## config.mk

```make
export PLATFORM = sky130hd
export DESIGN_NAME = md5_padder
export DESIGN_NICKNAME = d
export VERILOG_FILES = /design/src/rtl/md5_pkg.sv /design/src/rtl/md5_padder.sv
export SDC_FILE = /design/constraint.sdc
export NUM_CORES = 1
export LEC_CHECK = 0
export BUFFER_PORTS_ARGS = -buffer_cell sky130_fd_sc_hd__buf_2
export CORE_ASPECT_RATIO = 0.75
export CORE_MARGIN = 3
export CORE_UTILIZATION = 61
export CTS_BUF_LIST = sky130_fd_sc_hd__clkbuf_4 sky130_fd_sc_hd__clkbuf_8
export DETAILED_ROUTE_END_ITERATION = 16
export PLACE_DENSITY_LB_ADDON = 0.12
export SLEW_MARGIN = 20
export SYNTH_ARGS = -nofsm -noshare
export SYNTH_HDL_FRONTEND = slang
export SYNTH_SLANG_ARGS = --single-unit
```

## constraint.sdc

```tcl
create_clock -name clk -period 6.5 [get_ports clk]
set_clock_uncertainty 0.1 [all_clocks]
set_input_delay 0 -clock clk [delete_from_list [all_inputs] [get_ports clk]]
set_output_delay 0 -clock clk [all_outputs]
set_load 0.02 [all_outputs]
```

## src/rtl/md5_pkg.sv

```systemverilog
// Shared MD5 definitions: block geometry, padder state encoding and the
// byte-to-word mapping used by the round modules.
package md5_pkg;

    localparam int          MD5_BLK_BYTES = 64;
    localparam int          MD5_LEN_POS   = 56;
    localparam logic [7:0]  MD5_PAD_BYTE  = 8'h80;

    // Padder sequencing: collect data, append 0x80, zero fill, length, hand off.
    typedef enum logic [2:0] {
        FILL,
        PAD,
        ZERO,
        LEN,
        EMIT
    } md5_pad_state_e;

    // Word k of a 512-bit block is bytes 4k..4k+3, lowest byte least significant.
    function automatic logic [31:0] md5_word(input logic [511:0] blk, input logic [3:0] k);
        return blk[{k, 5'b00000} +: 32];
    endfunction

endpackage

```

## src/rtl/md5_padder.sv

```systemverilog
// MD5 message padder: turns a byte stream into 512-bit blocks carrying the
// 0x80 marker, zero fill and 64-bit little-endian bit length, with first/last
// flags for the downstream core control.
module md5_padder
    import md5_pkg::*;
(
    input  logic         clk,
    input  logic         rst,
    input  logic         in_valid,
    input  logic [7:0]   in_byte,
    input  logic         in_keep,
    input  logic         in_last,
    output logic         in_ready,
    output logic [511:0] blk_data,
    output logic         blk_valid,
    output logic         blk_first,
    output logic         blk_last,
    input  logic         blk_ready
);

    localparam logic [5:0] WP_LAST = 6'(MD5_BLK_BYTES - 1);
    localparam logic [5:0] WP_LEN  = 6'(MD5_LEN_POS);

    md5_pad_state_e state, state_nxt;
    md5_pad_state_e ret, ret_nxt;
    logic           last_blk, last_nxt;

    logic [511:0]   blk_buf;
    logic [5:0]     wp;
    logic [60:0]    nbytes;
    logic           first;
    logic [63:0]    bit_len;

    assign bit_len = {nbytes, 3'b000};

    // Next-state selection; ret remembers where to resume after a block is handed off.
    always_comb begin
        // NOTE: every output of this block gets a default first so no path leaves it unassigned (no latch).
        state_nxt = state;
        ret_nxt   = ret;
        last_nxt  = last_blk;
        case (state)
            FILL: begin
                if (in_valid) begin
                    if (in_last) begin
                        // A final byte that completes the block must be emitted before padding starts.
                        if (in_keep && wp == WP_LAST) begin
                            state_nxt = EMIT;
                            ret_nxt   = PAD;
                            last_nxt  = 1'b0;
                        end else begin
                            state_nxt = PAD;
                        end
                    end else if (in_keep && wp == WP_LAST) begin
                        state_nxt = EMIT;
                        ret_nxt   = FILL;
                        last_nxt  = 1'b0;
                    end
                end
            end
            PAD: begin
                if (wp == WP_LAST) begin
                    state_nxt = EMIT;
                    ret_nxt   = ZERO;
                    last_nxt  = 1'b0;
                end else begin
                    state_nxt = ZERO;
                end
            end
            ZERO: begin
                if (wp == WP_LEN) begin
                    state_nxt = LEN;
                end else if (wp == WP_LAST) begin
                    state_nxt = EMIT;
                    ret_nxt   = ZERO;
                    last_nxt  = 1'b0;
                end
            end
            LEN: begin
                state_nxt = EMIT;
                ret_nxt   = FILL;
                last_nxt  = 1'b1;
            end
            EMIT: begin
                if (blk_ready) begin
                    state_nxt = ret;
                end
            end
            default: begin
                state_nxt = FILL;
            end
        endcase
    end

    // State register; reset abandons any message, including a held block.
    always_ff @(posedge clk) begin
        // NOTE: sequential state uses non-blocking assignments so every register samples pre-edge values.
        if (rst) begin
            state    <= FILL;
            ret      <= FILL;
            last_blk <= 1'b0;
        end else begin
            state    <= state_nxt;
            ret      <= ret_nxt;
            last_blk <= last_nxt;
        end
    end

    // Block buffer, write pointer, byte count and first-block flag.
    always_ff @(posedge clk) begin
        if (rst) begin
            // NOTE: the buffer is reset because blk_data must read zero straight after reset.
            blk_buf <= '0;
            wp      <= '0;
            nbytes  <= '0;
            first   <= 1'b1;
        end else begin
            case (state)
                FILL: begin
                    if (in_valid && in_keep) begin
                        blk_buf[{wp, 3'b000} +: 8] <= in_byte;
                        wp                         <= wp + 6'd1;
                        nbytes                     <= nbytes + 61'd1;
                    end
                end
                PAD: begin
                    blk_buf[{wp, 3'b000} +: 8] <= MD5_PAD_BYTE;
                    wp                         <= wp + 6'd1;
                end
                ZERO: begin
                    if (wp != WP_LEN) begin
                        blk_buf[{wp, 3'b000} +: 8] <= 8'h00;
                        wp                         <= wp + 6'd1;
                    end
                end
                LEN: begin
                    blk_buf[MD5_LEN_POS*8 +: 64] <= bit_len;
                    wp                           <= '0;
                end
                EMIT: begin
                    if (blk_ready) begin
                        first <= last_blk;
                        if (last_blk) begin
                            nbytes <= '0;
                            wp     <= '0;
                        end
                    end
                end
                default: begin
                end
            endcase
        end
    end

    assign in_ready  = (state == FILL);
    assign blk_valid = (state == EMIT);
    assign blk_first = blk_valid & first;
    assign blk_last  = blk_valid & last_blk;
    assign blk_data  = blk_buf;

endmodule

```

======== Word-level counts from Yosys, hierarchy flattened ========
Index checks and enable logic that the tools add are counted.
word-level totals
  logic and storage cells ................. 84
  register bits ........................... 587
  output and inout bits ................... 516
cells by class
  bitwise operators ....................... 2
  shift-type cells ........................ 4
  $add $sub $neg .......................... 3
  muxes and demuxes ....................... 37
  reductions and logical operators ........ 14
  eq/ne operators ......................... 16
operator list
  cell                       number
  $bwmux 512                 3
  $pmux 448 s3               1
  $mux 512                   2
  $shiftx 8x11->512 const A  2
  $shift 8x11->512 const A   1
  $shiftx 8x11->512          1
  $pmux 64 s4                1
  $mux 61                    3
  $pmux 61 s2                1
  $add 61x1->61 const B      1
  $mux 3                     14
  $pmux 6 s5                 1
  $mux 6                     4
  $pmux 3 s5                 1
  $eq 6x6->1 const B         2
  $pmux 3 s4                 1
  $reduce_and 4->1           3
  $neg 9->11                 1
  $ne 2x1->1 const B         4
  $add 6x1->6 const B        1
  $eq 3x2->1 const B         2
  $ne 2x2->1 const B         3
  $ne 6x6->1 const B         1
  $reduce_and 3->1           2
  other kinds (15)           20

======== Longest topological paths before layout ========
Gate-level depths: netlist of run 1.
  word-level depth ........................ 6
  depth in mapped cells ................... 13
  mapped depth without buffers ............ 8

======== Worst setup path after synthesis of run 1 ========
No wires, ideal clock.
  path kind ............................... register -> register
  from .................................... register wp[0]
  to ...................................... register (tool-made name)
  required time ........................... 6.272 ns
  path buffers ............................ 2
  path slack .............................. 3.757 ns
  clock period less this slack ............ 2.743 ns
  cell stages (with the launch flop) ...... 11
  arrival ................................. 2.515 ns
  setup time .............................. 0.128 ns
  cells stage by stage .................... dfxtp_1 > clkbuf_1 > inv_1 > ha_1 > buf_4 > xor2_2 > nand3_1 > a21oi_2 > nand3_1 > a32oi_1 > nor2_1
RTL lines
  what                      RTL line           text
  start: declaration        md5_padder.sv:29   logic [5:0] wp;
  start signal: assignment  md5_padder.sv:122  wp <= wp + 6'd1;
  start signal: assignment  md5_padder.sv:128  wp <= wp + 6'd1;
  start signal: assignment  md5_padder.sv:133  wp <= wp + 6'd1;

==> flow_summary.yaml, run 1 <==
floorplanning:
  ioPinCount: 530
  die-width_um: 235
  start_util: 0.624
  rows: 62
  die_y_um: 178
  core_region_area_um2: 38600
  dieArea_um2: 41900
place:
  place_hpwl_mm: 57.1
  place_congestion: 0.956
  numPortBuffers: 529
  dpl_cell_area_um2: 26400
setup_path:
  cp_cell_sequence: "inv_1, ha_1, or3b_1, a211o_1, a21oi_4, nand2_1, nand3_1, a21oi_1, dlygate4sd3_1"
  critPathMaxFanout: 16
  critPathMaxStageDelay_ps: 630
  cp-start-kind: "flop"
  slowest_stage: "a21oi_4"
  endpoint_kind: "flop"
  critPathKind: "flop to flop"
  required_ps: 6930
  arrival_ps: 4660
timing:
  maxSlewHeadroom: 0.223
  finalCriticalPeriod_ps: 4230
  hold_viol_final: 0
  setup_viol: 0
  worstMarginPinSlew_ps: 1160
  fin_crit_sh: 0.651
  finalMaxSlewViolations: 0
  setup_tns_ps: 0
  fmax_mhz: 236
  rsz0062_at_grt: "no"
cells_and_area:
  layout-drive-gt1-share: 0.279
  stdcell_area_um2: 28500
  final_nets: 2978
  area_growth_pct: 18.4
global_routing:
  grt_pass1_vias: 21535
  grt_pass1_wl_mm: 130
  antenna_found_initial: 0
  grt_overflow: 0
  grt_usage: 0.391
  grt_max_degree: 225
clocking:
  insertion_delay_ps: 650
  cts.path.max_buffers: 3
  cts_root_buf: "clkbuf_8"
  cts_max_level: 3
  clock-sinks: 586
  tritoncts: "yes"
  clkTransAtPathRegs_ps: 70
  cts-buffers-inserted: 88
synthesis:
  synth_seq_cells: 586
  synth_area_per_cell_um2: 9.44
  postSynth.asyncResetShare: 0
  synthesis.nets: 2564
  synthTopCellsByCount: "586 x dfxtp_1, 502 x nor2_1, 395 x a32oi_1"
  synth_top_flop_cell: "dfxtp_1"
  synthCells: 2547
  synth_warnings: 0
  yosysMostFrequentCell: "dfxtp_1"
  yosysTopAreaCellShare: 0.488
  synthesis.area_um2: 24000
  synth_cell_types: 82
  yosysSeqAreaShare: 0.488
  synth_top_cell_by_area: "dfxtp_1"
  yosys-top-cells-area: "dfxtp_1 49%, a32oi_1 14%, nor2_1 7.8%, nand3_2 2.2%, nand2_1 1.9%"
  synth-edff-count: 0
pwr:
  p_per_area_nw_per_um2: 323
  ir_drop_mv: 0.317
  p_total_w: 0.00919
  power.leakage_nw: 11.8
run_status:
  status: "complete, no violations"
drt:
  route.detailed.drc: 0
  ant_nets: 0
  vias: 23795
  wl_per_cell_um: 24.7
  routed_wl_mm: 87.4
  dr.first_iter.drc_count: 3138
  drt-vias-per-instance: 6.72
  dr.pass1.iters: 6
run:
  maxCapViolCount: 0
worst_hold_path:
  hp-class: "input pin to flop"
==> cells in the final DEF (no fill, tap or decap), types with 6 or more instances in the layout <==
cell           count
and2_2             7
a21oi_1           65
buf_2            528
dlygate4sd3_1     18
nor3_2             6
o21ai_1            9
mux2i_1           33
o21ai_0           48
a32oi_1          395
nand3_2           52
a21oi_4           17
dfxtp_1          586
nand4_1           19
a31oi_1           36
inv_1             37
and4_1             8
clkbuf_8         116
xor2_1            46
nand2_1          123
nand3_1           51
buf_4             25
o2bb2ai_1          7
a22o_1             9
nor2_1           501
and3_1            20
clkbuf_4          28
a211o_1            7
and2_1             7
xnor2_1           19
a221oi_1          39
a22oi_1           36
nor3_1             9
a21oi_2           10
==> per-layer routing <==
metal	wire length, µm	GRT usage
met5	0	0
met4	3230	0.147
met3	11500	0.129
met2	38400	0.595
met1	34300	0.519
==> report_power, final <==
group / internal (W) / switching [W]
sequential: 0.00364 / 0.0000609
clock: 0.00176 / 0.00143
combinational: 0.000437 / 0.00187
==> worst max-delay path, delay by kind of cell (launching register included) <==
kind | cells | cell delay [ps]
flops | 1 | 500
buf+inv | 2 | 730
compound gates | 3 | 1250
fa+ha+maj | 1 | 480
simple gates | 3 | 1020
==> area by class of cell <==
type	instances	area, µm²
inverter	38	143
clock buffer	144	1810
fill	2879	10100
tap	512	641
timing repair buffer	573	3050
antenna	2	5.00
clock inverter	10	73.8
multi-input combinational	1674	11000
sequential	586	11700
==> repair_timing <==
item,CTS,global route
endpoints found under the hold margin,196,0
resized for setup,0,0
buffers inserted,0,0
setup endpoints to repair,0,0
hold buffers,18,0
==> metrics by stage <==
step,hold WS [ps],setup WS [ps],cells,utilization
final,189,2270,3539,0.738
after global routing,159,2100,3537,0.738
after CTS,109,2400,3537,0.738
after detailed placement,220,2580,3365,0.685
after global placement,224,2780,3365,0.685
after floorplan,25.7,3760,2547,-
==> path summary, 6_finish.rpt <==
| kind | start | slack (ps) | cells after the start | to |
|---|---|---|---|---|
| worst max-delay path | wp[1] | 2270 | 9 | flop |
| worst min-delay path | blk_ready | 190 | 5 | first |
| worst max register to register | wp[1] | 2270 | 9 | flop |
| worst min register to register | flop | 350 | 2 | flop |
==> cell families after synthesis <==
| logic type | share of synthesized area |
|---|---|
| buffers and inverters | 0.0569 |
| adder cells (fa/ha/maj) | 0.00156 |
| AO/OA/AOI/OAI | 0.247 |
| multiplexers | 0.0137 |
| AND/OR/NAND/NOR | 0.167 |
| XOR/XNOR | 0.0255 |
| flip-flops | 0.488 |
No activity file was read; power rests on OpenSTA's default activity.
==> run 2, diff against run 1 <==
- CORE_UTILIZATION: 61 -> 56
- clock period: 6.5 -> 4.2 ns (I/O delays scaled with it)
==> run 2 against run 1 <==
Compared with the run above:
- non-clock buffer count is 38 higher
- clock power is 61% higher
- final cell count is 2.7% higher
- die area is 8.7% higher
- sequential power is 54% higher
- critical path type unchanged
- largest cell class unchanged
==> flow_summary.yaml, run 2 (synthesized netlist as in run 1, its figures left out) <==
floorplanning:
  start_util: 0.570
  core_region_area_um2: 42200
  dieArea_um2: 45500
  die-width_um: 245
  die_y_um: 185
  ioPinCount: 530
  rows: 65
run_status:
  status: "complete, no violations"
timing:
  maxSlewHeadroom: 0.287
  worstMarginPinSlew_ps: 1070
  setup_viol: 0
  finalMaxSlewViolations: 0
  finalCriticalPeriod_ps: 3890
  fmax_mhz: 257
  fin_crit_sh: 0.926
  hold_viol_final: 0
  rsz0062_at_grt: "no"
  holdWs_ps: 148
  setup_tns_ps: 0
drt:
  vias: 23638
  routed_wl_mm: 88.1
  ant_nets: 0
  dr.first_iter.drc_count: 2802
  dr.pass1.iters: 7
  drt-vias-per-instance: 6.50
  route.detailed.drc: 0
  wl_per_cell_um: 24.2
clocking:
  tritoncts: "yes"
  insertion_delay_ps: 640
  clkTransAtPathRegs_ps: 60
  cts_root_buf: "clkbuf_8"
  cts.path.max_buffers: 3
  cts_max_level: 3
  clock-sinks: 586
  cts-buffers-inserted: 89
cells_and_area:
  area_growth_pct: 21.0
  layout-drive-gt1-share: 0.288
  nFillCells: 3367
  insertedDiodeCount: 0
  stdcell_count: 3636
  layout_common_cells: "586 x dfxtp_1, 528 x buf_2, 501 x nor2_1"
  layout_commonest_cell: "dfxtp_1"
  final_nets: 3017
  post-route-util: 0.689
place:
  place_inst: 3454
  place_hpwl_mm: 57.9
  numPortBuffers: 529
  place_congestion: 0.959
run:
  maxCapViolCount: 0
setup_path:
  endpoint_kind: "flop"
  arrival_ps: 4310
  slowest_stage: "dfxtp_1"
  critPathMaxFanout: 13
  cp-start-kind: "flop"
  required_ps: 4620
  cp.buffers_inverters: 3
  critPathMaxStageDelay_ps: 740
  critPathKind: "flop to flop"
  cp_cell_sequence: "inv_1, ha_1, nand2b_1, nand3_2, a221oi_4, buf_4, nand2_1, nand3_1, a21oi_1, dlygate4sd3_1"
  cp_top_family: "buffers and inverters"
global_routing:
  grt_pass1_vias: 21789
  grt_max_degree: 228
  grt_overflow: 0
  grt_pass1_wl_mm: 131
  antenna_found_initial: 0
  grt_usage: 0.366
pwr:
  power.leakage_nw: 12.1
  ir_drop_mv: 0.334
  p_total_w: 0.0147
  p_per_area_nw_per_um2: 506
worst_hold_path:
  hp-class: "input pin to flop"
## run 2: cell type report
cell class	instances	area, µm²	area share
inverters	38	143	0.00491
multi-input cells	1674	11000	0.379
clock inverters	15	136	0.00469
repair buffers	611	3510	0.121
well taps	569	712	0.0245
flip-flops and latches	586	11700	0.403
clock buffers	143	1830	0.0630
## run 2: repair_timing
item,4_1_cts,5_1_grt
setup endpoints to repair,0,3
hold buffers,21,0
gates resized for setup,0,0
hold endpoints to repair,186,0
buffers inserted,0,3
## run 2: report_power, final
group / total [W] / leakage (nW) / internal (W) / switching, W
logic: 0.00390 / 6.31 / 0.000906 / 0.00299
clock network: 0.00512 / 1.05 / 0.00288 / 0.00224
registers: 0.00571 / 4.72 / 0.00563 / 0.0000797
## run 2: final timing paths
kind / from / to / slack (ps) / depth (start not counted)
setup / recovery: wp[1] / flop / 310 / 10
hold / removal: in_byte[4] / flop / 150 / 3
setup reg to reg: wp[1] / flop / 310 / 10
hold reg to reg: flop / flop / 350 / 2
## run 2: stage by stage
step / setup slack (ps) / instance area [µm²]
2_1_floorplan: 1460 / 24000
3_3_place_gp: 681 / 26900
3_5_place_dp: 531 / 26900
4_1_cts: 162 / 29100
5_1_grt: 94.1 / 29100
6_report: 310 / 29100
## run 2: worst min-delay path: cells and delay by family
kind	cells	cell delay, ps
buf+inv	2	710
compound gates	1	140
## run 2: metal layers
metal | vias to the layer above | wire length, µm | global-route usage
met1 | 11474 | 35700 | 0.499
met4 | 0 | 3320 | 0.149
met3 | 226 | 10700 | 0.110
li1 | 10405 | - | -
met5 | - | 0 | 0
met2 | 1533 | 38400 | 0.543
